==> src/rtl/ysyx_22050518_pipe_addsub.sv <==
// ysyx_22050518_pipe_addsub
// Pipelined adder/subtractor with a valid/ready handshake on both sides.
// The carry chain is cut into STAGES equal chunks; each stage resolves one
// chunk using the carry registered by the stage before it. Unresolved upper
// operand chunks ride along in shrinking stage registers, and the already
// resolved lower result chunks ride along in growing skew registers, so the
// last stage holds the full result together with its flags.
//
// Parameters
//   WIDTH     operand/result width, must be a multiple of STAGES
//   STAGES    number of pipeline stages (>= 1), also the latency in cycles
// Ports
//   clk       clock, everything updates on the rising edge
//   rst_n     synchronous active-low reset
//   in_valid  operand set offered          in_ready  operand set can be taken
//   in1, in2  operands                     c_in      carry-in / borrow-in
//   sub       0 = add, 1 = subtract
//   out_valid result valid                 out_ready consumer takes the result
//   out       result                       c_out     carry out of the MSB
//   ovf       signed overflow              zero      result is all zeros
module ysyx_22050518_pipe_addsub #(
    parameter int WIDTH  = 64,
    parameter int STAGES = 4
) (
    input  logic             clk,
    input  logic             rst_n,
    input  logic             in_valid,
    output logic             in_ready,
    input  logic [WIDTH-1:0] in1,
    input  logic [WIDTH-1:0] in2,
    input  logic             c_in,
    input  logic             sub,
    output logic             out_valid,
    input  logic             out_ready,
    output logic [WIDTH-1:0] out,
    output logic             c_out,
    output logic             ovf,
    output logic             zero
);
    localparam int CW = WIDTH / STAGES;

    logic             en;
    logic [WIDTH-1:0] opB;
    logic             carryIn;

    // The whole pipeline moves as one: it advances whenever the output slot
    // is empty or being drained, and otherwise freezes every stage.
    assign en       = !out_valid || out_ready;
    assign in_ready = en;

    // Subtraction is folded into addition of the inverted operand with an
    // inverted carry, so in1 - in2 - c_in == in1 + ~in2 + !c_in.
    assign opB     = sub ? ~in2 : in2;
    assign carryIn = sub ? ~c_in : c_in;

    for (genvar g = 0; g < STAGES; g++) begin : gStage
        // Operand bits still unresolved when entering this stage, and the
        // number of result bits known after it.
        localparam int SRCW = WIDTH - g * CW;
        localparam int RESW = (g + 1) * CW;

        logic [SRCW-1:0] srcA;
        logic [SRCW-1:0] srcB;
        logic            srcC;
        logic            srcV;
        logic            srcAMsb;
        logic            srcBMsb;
        logic [CW:0]     sum;
        logic [RESW-1:0] res_d;
        logic [RESW-1:0] res_q;
        logic            valid_q;
        logic            carry_q;

        // Stage 0 is fed straight from the ports; later stages take the
        // leftover operands, carry and partial result of the previous stage.
        if (g == 0) begin : gSrc
            assign srcA    = in1;
            assign srcB    = opB;
            assign srcC    = carryIn;
            assign srcV    = in_valid;
            assign srcAMsb = in1[WIDTH-1];
            assign srcBMsb = opB[WIDTH-1];
            assign res_d   = sum[CW-1:0];
        end else begin : gSrc
            assign srcA    = gStage[g-1].gOps.opA_q;
            assign srcB    = gStage[g-1].gOps.opB_q;
            assign srcC    = gStage[g-1].carry_q;
            assign srcV    = gStage[g-1].valid_q;
            assign srcAMsb = gStage[g-1].gOps.aMsb_q;
            assign srcBMsb = gStage[g-1].gOps.bMsb_q;
            assign res_d   = {sum[CW-1:0], gStage[g-1].res_q};
        end

        // Only the lowest remaining chunk is resolved here; its carry-out is
        // what the next stage will consume one edge later.
        assign sum = {1'b0, srcA[CW-1:0]} + {1'b0, srcB[CW-1:0]} + {{CW{1'b0}}, srcC};

        // Valid bit, chunk carry and the skewed partial result of this stage.
        always_ff @(posedge clk) begin
            if (!rst_n) begin
                valid_q <= 1'b0;
                carry_q <= 1'b0;
                res_q   <= '0;
            end else if (en) begin
                valid_q <= srcV;
                carry_q <= sum[CW];
                res_q   <= res_d;
            end
        end

        if (g < STAGES - 1) begin : gOps
            logic [SRCW-CW-1:0] opA_q;
            logic [SRCW-CW-1:0] opB_q;
            logic               aMsb_q;
            logic               bMsb_q;

            // Upper operand chunks not yet added, plus the operand sign bits
            // that the final stage needs for the overflow flag.
            always_ff @(posedge clk) begin
                if (!rst_n) begin
                    opA_q  <= '0;
                    opB_q  <= '0;
                    aMsb_q <= 1'b0;
                    bMsb_q <= 1'b0;
                end else if (en) begin
                    opA_q  <= srcA[SRCW-1:CW];
                    opB_q  <= srcB[SRCW-1:CW];
                    aMsb_q <= srcAMsb;
                    bMsb_q <= srcBMsb;
                end
            end
        end else begin : gLast
            logic ovf_q;
            logic zero_q;

            // Flags are formed from the complete result as it enters the
            // output registers, so every output comes straight from a flop.
            // Overflow: both operands share a sign the result does not.
            always_ff @(posedge clk) begin
                if (!rst_n) begin
                    ovf_q  <= 1'b0;
                    zero_q <= 1'b0;
                end else if (en) begin
                    ovf_q  <= (srcAMsb == srcBMsb) && (res_d[RESW-1] != srcAMsb);
                    zero_q <= (res_d == '0);
                end
            end
        end
    end

    assign out_valid = gStage[STAGES-1].valid_q;
    assign out       = gStage[STAGES-1].res_q;
    assign c_out     = gStage[STAGES-1].carry_q;
    assign ovf       = gStage[STAGES-1].gLast.ovf_q;
    assign zero      = gStage[STAGES-1].gLast.zero_q;

endmodule

==> config.mk <==
export PLATFORM = sky130hd
export DESIGN_NAME = ysyx_22050518_pipe_addsub
export DESIGN_NICKNAME = d
export VERILOG_FILES = /design/src/rtl/ysyx_22050518_pipe_addsub.sv
export SDC_FILE = /design/constraint.sdc
export NUM_CORES = 1
export LEC_CHECK = 0
export CAP_MARGIN = 20
export CORE_MARGIN = 10
export CORE_UTILIZATION = 49
export CTS_BUF_LIST = sky130_fd_sc_hd__clkbuf_4 sky130_fd_sc_hd__clkbuf_8
export CTS_CLUSTER_SIZE = 24
export DETAILED_ROUTE_END_ITERATION = 8
export GPL_TIMING_DRIVEN = 0
export MAX_ROUTING_LAYER = met4
export PLACE_DENSITY = 0.68
export SLEW_MARGIN = 20
export SYNTH_ARGS = -nofsm -noshare
export SYNTH_HDL_FRONTEND = slang
export SYNTH_SLANG_ARGS = --single-unit
==> constraint.sdc <==
create_clock -name clk -period 4.1 [get_ports clk]
set_input_delay 0.41 -clock clk [delete_from_list [all_inputs] [get_ports clk]]
set_output_delay 0.41 -clock clk [all_outputs]
set_load 0.02 [all_outputs]
==> metrics.md, run 1 <==
| Metric | Value |
|---|---|
| CP peak stage delay | `740 ps` |
| Number of diodes | `0` |
| Crit-path max FO | `19` |
| Routed wire length | `52,000 um` |
| Comb pwr share | `12.7%` |
| Main combinational cell family by area after synthesis | `simple AND/OR/NAND/NOR gates` |
| Status | `complete, no violations` |
| Clock Skews | `26.5 ps` |
| Mapped Nets | `2,178` |
| Core Footprint | `31,600 um2` |
| Final non-filler cell total | `2,686` |
| Initial Utilization | `49.8%` |
| CTS root buf | `clkbuf_8` |
| Max-cap viol count | `0` |
| Internal Power | `6360 uW` |
| Worst VDD drop | `0.000248 V` |
| Cell area after synthesis | `15,800 um2` |
| Unrepaired setup endpoints after global routing | `no` |
| Top FF cell, synth | `dfxtp_1` |
| Rel. slew slack | `28.5%` |
| Fin. max-slew vios | `0` |
| Sequential area share after synthesis | `46.0%` |
| Worst hold path class | `in -> reg` |
| Post-synth EDFFs | `0` |
| Slew @ Worst Pin | `1070 ps` |
| Post-Synth XOR/XNOR Area | `5.72%` |
| Min-delay src | `in1[18]` |
| # fillers | `2,929` |
| Post-CTS setup buffers | `0` |
| Post-synthesis async set-or-reset flop share | `0%` |
| PortBufs | `201` |
| R2R depth | `8` |
| Worst-path clk slew | `60 ps` |
| H-tree Lvls | `2` |
| Final setup viols | `0` |
| Highest-delay cell along the critical path | `clkdlybuf4s50_1` |
| CP Data Required Time | `3690 ps` |
| Ports | `203` |
| Levels on crit path | `6` |
| Crit. End Element | `primary output` |
| Syn-to-layout area delta | `24.8%` |
| Flop pwr share | `45.4%` |
| Dominant cells by area after synthesis | `dfxtp_1 (46%), nand2_1 (14%), a21oi_1 (9.9%), ha_1 (4.8%), xnor2_1 (3.9%)` |
| Biggest area consumer among synthesized cells | `dfxtp_1` |
| Ys Warns | `0` |
| # rows | `65` |
| CTS sink cnt | `362` |
| Max Root-Sink Buffers | `3` |
| Delay-heaviest family, CP | `buffers and inverters` |
| Clock share of power | `41.9%` |
| Adder-cell share of the synthesized area | `5.78%` |
| Layout cells sized above 1 | `4.95%` |
| Mux share of post-synthesis cell area | `0%` |
| ANT nets after route | `0` |
| Vias per cell | `5.47` |
| First-pass GRT wire length | `80,400 um` |
| Simple logic cell fraction of the synthesized area | `21.2%` |
| DRT iter0 DRCs | `1,185` |
| Hpwl dp | `39,300 um` |
| Hold depth | `3` |
| Number of global-route vias before repair | `14,300` |
| Top cell type's share of synthesized area | `46.0%` |
| Tcrit/Tclk final | `98.1%` |
| Die width | `199 um` |
| WL/cell | `19.4 um` |
| WP data arrival | `3610 ps` |
| Multi-input gate area | `7920 um2` |
| NetSw | `2250 uW` |
| Net Sw Frac | `26.1%` |
| Seq cells post-synth | `362` |
| Pwr Density | `438 nW/um2` |
| Reg-to-Reg Start | `out_valid` |
| Global route overflow | `0` |
| Cells along the critical path | `nor2b_1 > clkbuf_1 > inv_1 > clkbuf_1 > buf_2 > clkdlybuf4s50_1` |
| Pleak | `0.00772 uW` |
| Register area | `7250 um2` |
| CP Class | `reg -> out` |
| CP startpoint kind | `flop` |
| All-Layer GR Usage | `26.5%` |
| CTS tree | `yes` |
| Syn Area/Cell | `7.98 um2` |
| Crit. Startpoint | `out_valid` |
| Initial antenna violation count | `0` |
| CP most frequent cell | `clkbuf_1` |
| Core Util, Final | `62.2%` |
| First drt pass iteration count | `6` |
| Via count | `14,700` |
| Worst-Skew Late Latency | `620 ps` |
| Placed Instances | `2,579` |
| DRC viols | `0` |
| Max Freq | `249 MHz` |
| Nets | `2,438` |
| Worst path bufs/invs | `5` |
| Syn Inst Count | `1,976` |
| Compound-gate portion of the synthesized area | `17.6%` |
| Die Y | `199 um` |
| Final Hold Fails | `0` |
| Final min period | `4020 ps` |
| Largest net degree at the start of global routing | `20` |
| Die ar. | `39,700 um2` |
| Total CTS buffers | `58` |
| Routability congestion estimate | `0.932` |
| Synth unique cells | `55` |
path summary, 6_finish.rpt:
check                                          endpoint  slack [ps]
worst min-delay path            gStage[0].gOps.opA_q[2]         340
worst max register to register                  out[52]         380
worst max-delay path                           in_ready          80
worst min register to register                   out[4]         450
metal layers:
| metal | track usage (%) | vias to the layer above | share of wire [%] |
|---|---|---|---|
| met5 | - | - | 0 |
| met2 | 41.9 | 493 | 46 |
| li1 | - | 7202 | - |
| met3 | 3.84 | 71 | 6.8 |
| met4 | 6.62 | 0 | 1.9 |
| met1 | 34.9 | 6937 | 45 |
cell usage in the layout, fill, tap and decap left out, types with 8 or more instances in the layout:
master and instances:
a211oi_1 63, a21o_1 13, a21oi_1 313, and2_1 10, and3_1 11, clkbuf_1 120, clkbuf_4 9, clkbuf_8 82
clkdlybuf4s50_1 201, clkinv_2 11, dfxtp_1 362, fa_1 8, ha_1 60, inv_1 28, nand2_1 571, nand3_1 31
nand4_1 10, nor2_1 102, nor3_1 22, nor4_1 12, o21a_1 9, o21ai_0 19, o21ai_1 14, or3_1 8
xnor2_1 70, xor2_1 33
stage by stage:
stage | hold slack, ps | setup WS, ps | setup TNS (ps) | area [um2] | power, uW
2_1_floorplan | 432 | 294 | 0 | 15800 | 4600
3_3_place_gp | 438 | -694 | -2310 | 18300 | 5040
3_5_place_dp | 443 | -709 | -2540 | 18300 | 5060
4_1_cts | 322 | 48.3 | 0 | 19700 | 8620
5_1_grt | 343 | 9.88 | 0 | 19700 | 8940
6_report | 338 | 78.1 | 0 | 19700 | 8620
kinds of logic after synthesis:
kind of cell | count (synthesis)
buffers and inverters | 158
XOR/XNOR | 103
adder cells (fa/ha/maj) | 68
AND/OR/NAND/NOR | 806
AO/OA/AOI/OAI | 479
flip-flops | 362
power groups by stage:
stage | Combinational, uW | Sequential (uW) | Clock (uW)
2_1_floorplan | 642 | 3960 | 0
4_1_cts | 1090 | 3910 | 3630
3_3_place_gp | 1060 | 3980 | 0
6_report | 1100 | 3910 | 3610
5_1_grt | 1210 | 3930 | 3790
3_5_place_dp | 1080 | 3980 | 0
timing repair:
item	in CTS	in global routing
endpoints found under the setup margin	1	4
resized for setup	1	5
pin swaps	0	0
hold buffers	0	0
synthesized netlist by cell type (3+ instances only):
cell / n
a2111oi_0: 3
a211o_1: 4
a211oi_1: 63
a21boi_1: 5
a21o_1: 13
a21oi_1: 313
a31oi_1: 4
and2_1: 10
and3_1: 11
and4_1: 3
buf_1: 6
clkbuf_1: 123
dfxtp_1: 362
fa_1: 8
ha_1: 60
inv_1: 28
nand2_1: 571
nand2b_1: 3
nand3_1: 31
nand3b_1: 4
nand4_1: 10
nor2_1: 102
nor2b_1: 6
nor3_1: 22
nor3b_1: 4
nor4_1: 12
nor4b_1: 3
o21a_1: 9
o21ai_0: 19
o21ai_1: 14
o21bai_1: 3
o31ai_1: 6
o41ai_1: 4
or3_1: 8
xnor2_1: 70
xor2_1: 33
registers in the layout, summed over array words and instances, names as in the netlist:
name / cells
gStage.carry_q: 3
gStage.gOps.opA_q: 96
out: 64
gStage.gOps.opB_q: 96
gStage.valid_q: 3
zero: 1
gStage.res_q: 96
out_valid: 1
c_out: 1
ovf: 1
layout make-up:
| cell class | instances | share of cell area [%] |
|---|---|---|
| multi-input combinational | 1456 | 40.3 |
| clock inverter | 17 | 0.986 |
| timing repair buffer | 201 | 10.2 |
| inverter | 29 | 0.554 |
| buffer | 128 | 2.46 |
| tap | 402 | 2.56 |
| sequential | 362 | 36.8 |
| clock buffer | 91 | 6.08 |
worst register-to-register path, stage by stage (launching register included):
cell      delay [ps]
dfxtp_1          310
nor2b_1          170
clkbuf_1         320
inv_1            160
clkbuf_1         610
clkbuf_1         820
clkbuf_1         870
nand2_1          200
a21oi_1          190
(Power assumes the default switching activity.)
==> run 2, diff against run 1 <==
==> constraint.sdc (replaced) <==
create_clock -name clk -period 4.6 [get_ports clk]
set_input_delay 0.46 -clock clk [delete_from_list [all_inputs] [get_ports clk]]
set_output_delay 0.46 -clock clk [all_outputs]
set_load 0.02 [all_outputs]
==> run 2 against run 1 <==
- sequential share of layout area barely moved
- largest cell class unchanged
- critical path depth rose by 7
- wire length fell by 0.14%
- largest power group unchanged
==> metrics.md, run 2 (synthesized netlist as in run 1, its figures left out) <==
| Metric | Value |
|---|---|
| Status | `complete, no violations (unchanged)` |
| Routability congestion estimate | `0.932 (unchanged)` |
| Pwr Density | `390 nW/um2 (was 438 nW/um2)` |
| Nets | `2,438 (unchanged)` |
| Cell Area, Placed | `18,300 um2 (unchanged)` |
| Max Root-Sink Buffers | `3 (unchanged)` |
| Max-cap viol count | `0 (unchanged)` |
| Most frequent cells in the layout | `nand2_1 (571), dfxtp_1 (362), a21oi_1 (313) (unchanged)` |
| Ports | `203 (unchanged)` |
| Total CTS buffers | `58 (unchanged)` |
| All-Layer GR Usage | `26.5% (unchanged)` |
| # fillers | `2,930 (was 2,929)` |
| CP Class | `in -> reg (was reg -> out)` |
| Slew @ Worst Pin | `1100 ps (was 1070 ps)` |
| Setup Slack @ Placement | `-309 ps (was -709 ps)` |
| Worst hold path class | `in -> reg (unchanged)` |
| CP Data Required Time | `5160 ps (was 3690 ps)` |
| Vias per cell | `5.46 (was 5.47)` |
| Most common cell after layout, fill and taps aside | `nand2_1 (unchanged)` |
| Unrepaired setup endpoints after global routing | `no (unchanged)` |
| Register area | `7250 um2 (unchanged)` |
| Crit. End Element | `flop (was primary output)` |
| PortBufs | `201 (unchanged)` |
| Core Util, Final | `62.2% (about the same)` |
| Multi-input gate area | `7920 um2 (unchanged)` |
| Worst-Skew Late Latency | `630 ps (was 620 ps)` |
| WP data arrival | `4710 ps (was 3610 ps)` |
| Tcrit/Tclk final | `90.2%` |
| CTS root buf | `clkbuf_8 (unchanged)` |
| WL/cell | `19.3 um (was 19.4 um)` |
| First-pass GRT wire length | `80,400 um (unchanged)` |
| First drt pass iteration count | `6 (unchanged)` |
| Cts hold-fix bufs | `0 (unchanged)` |
| Worst VDD drop | `0.000223 V (was 0.000248 V)` |
| Crit-path max FO | `10 (was 19)` |
| Final non-filler cell total | `2,686 (unchanged)` |
| Placed Instances | `2,579 (unchanged)` |
| Design Area, Final | `19,700 um2 (about the same)` |
| Final worst slack | `452 ps (was 78.1 ps)` |
| Layout cells sized above 1 | `4.86% (was 4.95%)` |
| Pleak | `0.00772 uW (about the same)` |
| CTS tree | `yes (unchanged)` |
| Global route overflow | `0 (unchanged)` |
| Number of diodes | `0 (unchanged)` |
| Die ar. | `39,700 um2 (unchanged)` |
| Fin. max-slew vios | `0 (unchanged)` |
| Rel. slew slack | `26.4% (was 28.5%)` |
| Hpwl dp | `39,300 um (unchanged)` |
| Routed wire length | `51,900 um (was 52,000 um)` |
| Number of global-route vias before repair | `14,300 (unchanged)` |
| Final min period | `4150 ps` |
| Initial antenna violation count | `0 (unchanged)` |
| DRC viols | `0 (unchanged)` |
| Largest registers | `gStage.gOps.opA_q (96), gStage.gOps.opB_q (96), gStage.res_q (96) (unchanged)` |
| CP startpoint kind | `primary input (was flop)` |
| Die Y | `199 um (unchanged)` |
| Core Footprint | `31,600 um2 (unchanged)` |
| Final setup viols | `0 (unchanged)` |
| # rows | `65 (unchanged)` |
| Worst-path clk slew | `60 ps (about the same)` |
| Max Freq | `241 MHz` |
| Via count | `14,700 (about the same)` |
| ANT nets after route | `0 (unchanged)` |
| H-tree Lvls | `2 (unchanged)` |
| Final Hold Fails | `0 (unchanged)` |
| Syn-to-layout area delta | `24.8% (about the same)` |
| DRT iter0 DRCs | `1,098 (was 1,185)` |
| Largest net degree at the start of global routing | `20 (unchanged)` |
| Clock Skews | `20.9 ps (was 26.5 ps)` |
| CTS sink cnt | `362 (unchanged)` |
| Initial Utilization | `49.8% (unchanged)` |
| Final TNS setup | `0 ps (unchanged)` |
| Die width | `199 um (unchanged)` |
[run 2: cell count changes in the layout (fill, tap and decap cells not counted)]
cell and change:
buf_1 +1, buf_2 -1, clkbuf_1 +1, clkbuf_2 -1
[run 2: routing by layer]
metal | wire, um | vias to the layer above | track usage, %
met1 | 23700 | 6891 | 34.9
met3 | 3360 | 77 | 3.84
met2 | 23800 | 488 | 41.9
met4 | 1080 | 0 | 6.62
met5 | 0 | - | -
li1 | - | 7201 | -
[run 2: per-stage QoR]
step	hold WS, ps	power (uW)
4_1_cts	372	7680
6_report	389	7670
2_1_floorplan	432	4100
3_5_place_dp	443	4510
5_1_grt	393	7960
3_3_place_gp	438	4490
[run 2: area by class of cell]
class / instances / share of cell area, %
clock inverters: 17 / 0.986
inverters: 29 / 0.554
well taps: 402 / 2.56
repair buffers: 201 / 10.2
plain buffers: 128 / 2.45
multi-input cells: 1456 / 40.3
clock buffers: 91 / 6.08
flip-flops and latches: 362 / 36.9
[run 2: final timing paths]
check / slack (ps) / end / from / depth (start not counted)
max: 450 / gStage[0].res_q[12] / sub / 13
min: 390 / gStage[0].gOps.opA_q[2] / in1[18] / 3
max reg2reg: 890 / out[52] / out_valid / 8
min reg2reg: 450 / out[4] / out[4] / 2
[run 2: what timing repair did]
action / CTS / global route
hold endpoints to repair: 0 / 0
setup endpoints to repair: 1 / 0
setup buffers: 0 / 0
resized for setup: 1 / 0
[run 2: report_power, final]
part / leakage (uW) / internal (uW) / total, uW / switching, uW
Clock: 0.000737 / 1880 / 3210 / 1330
Combinational: 0.00400 / 443 / 975 / 532
Sequential: 0.00298 / 3350 / 3490 / 137
[run 2: worst max-delay path: stages]
cell and delay [ps]:
clkbuf_1 790, buf_1 590, xnor2_1 190, fa_1 460, fa_1 410, nor2b_1 160
o21ai_1 90, a21boi_1 310, o2111ai_1 210, a21boi_1 310, o21ai_1 120, a2111oi_0 420
a311o_1 170
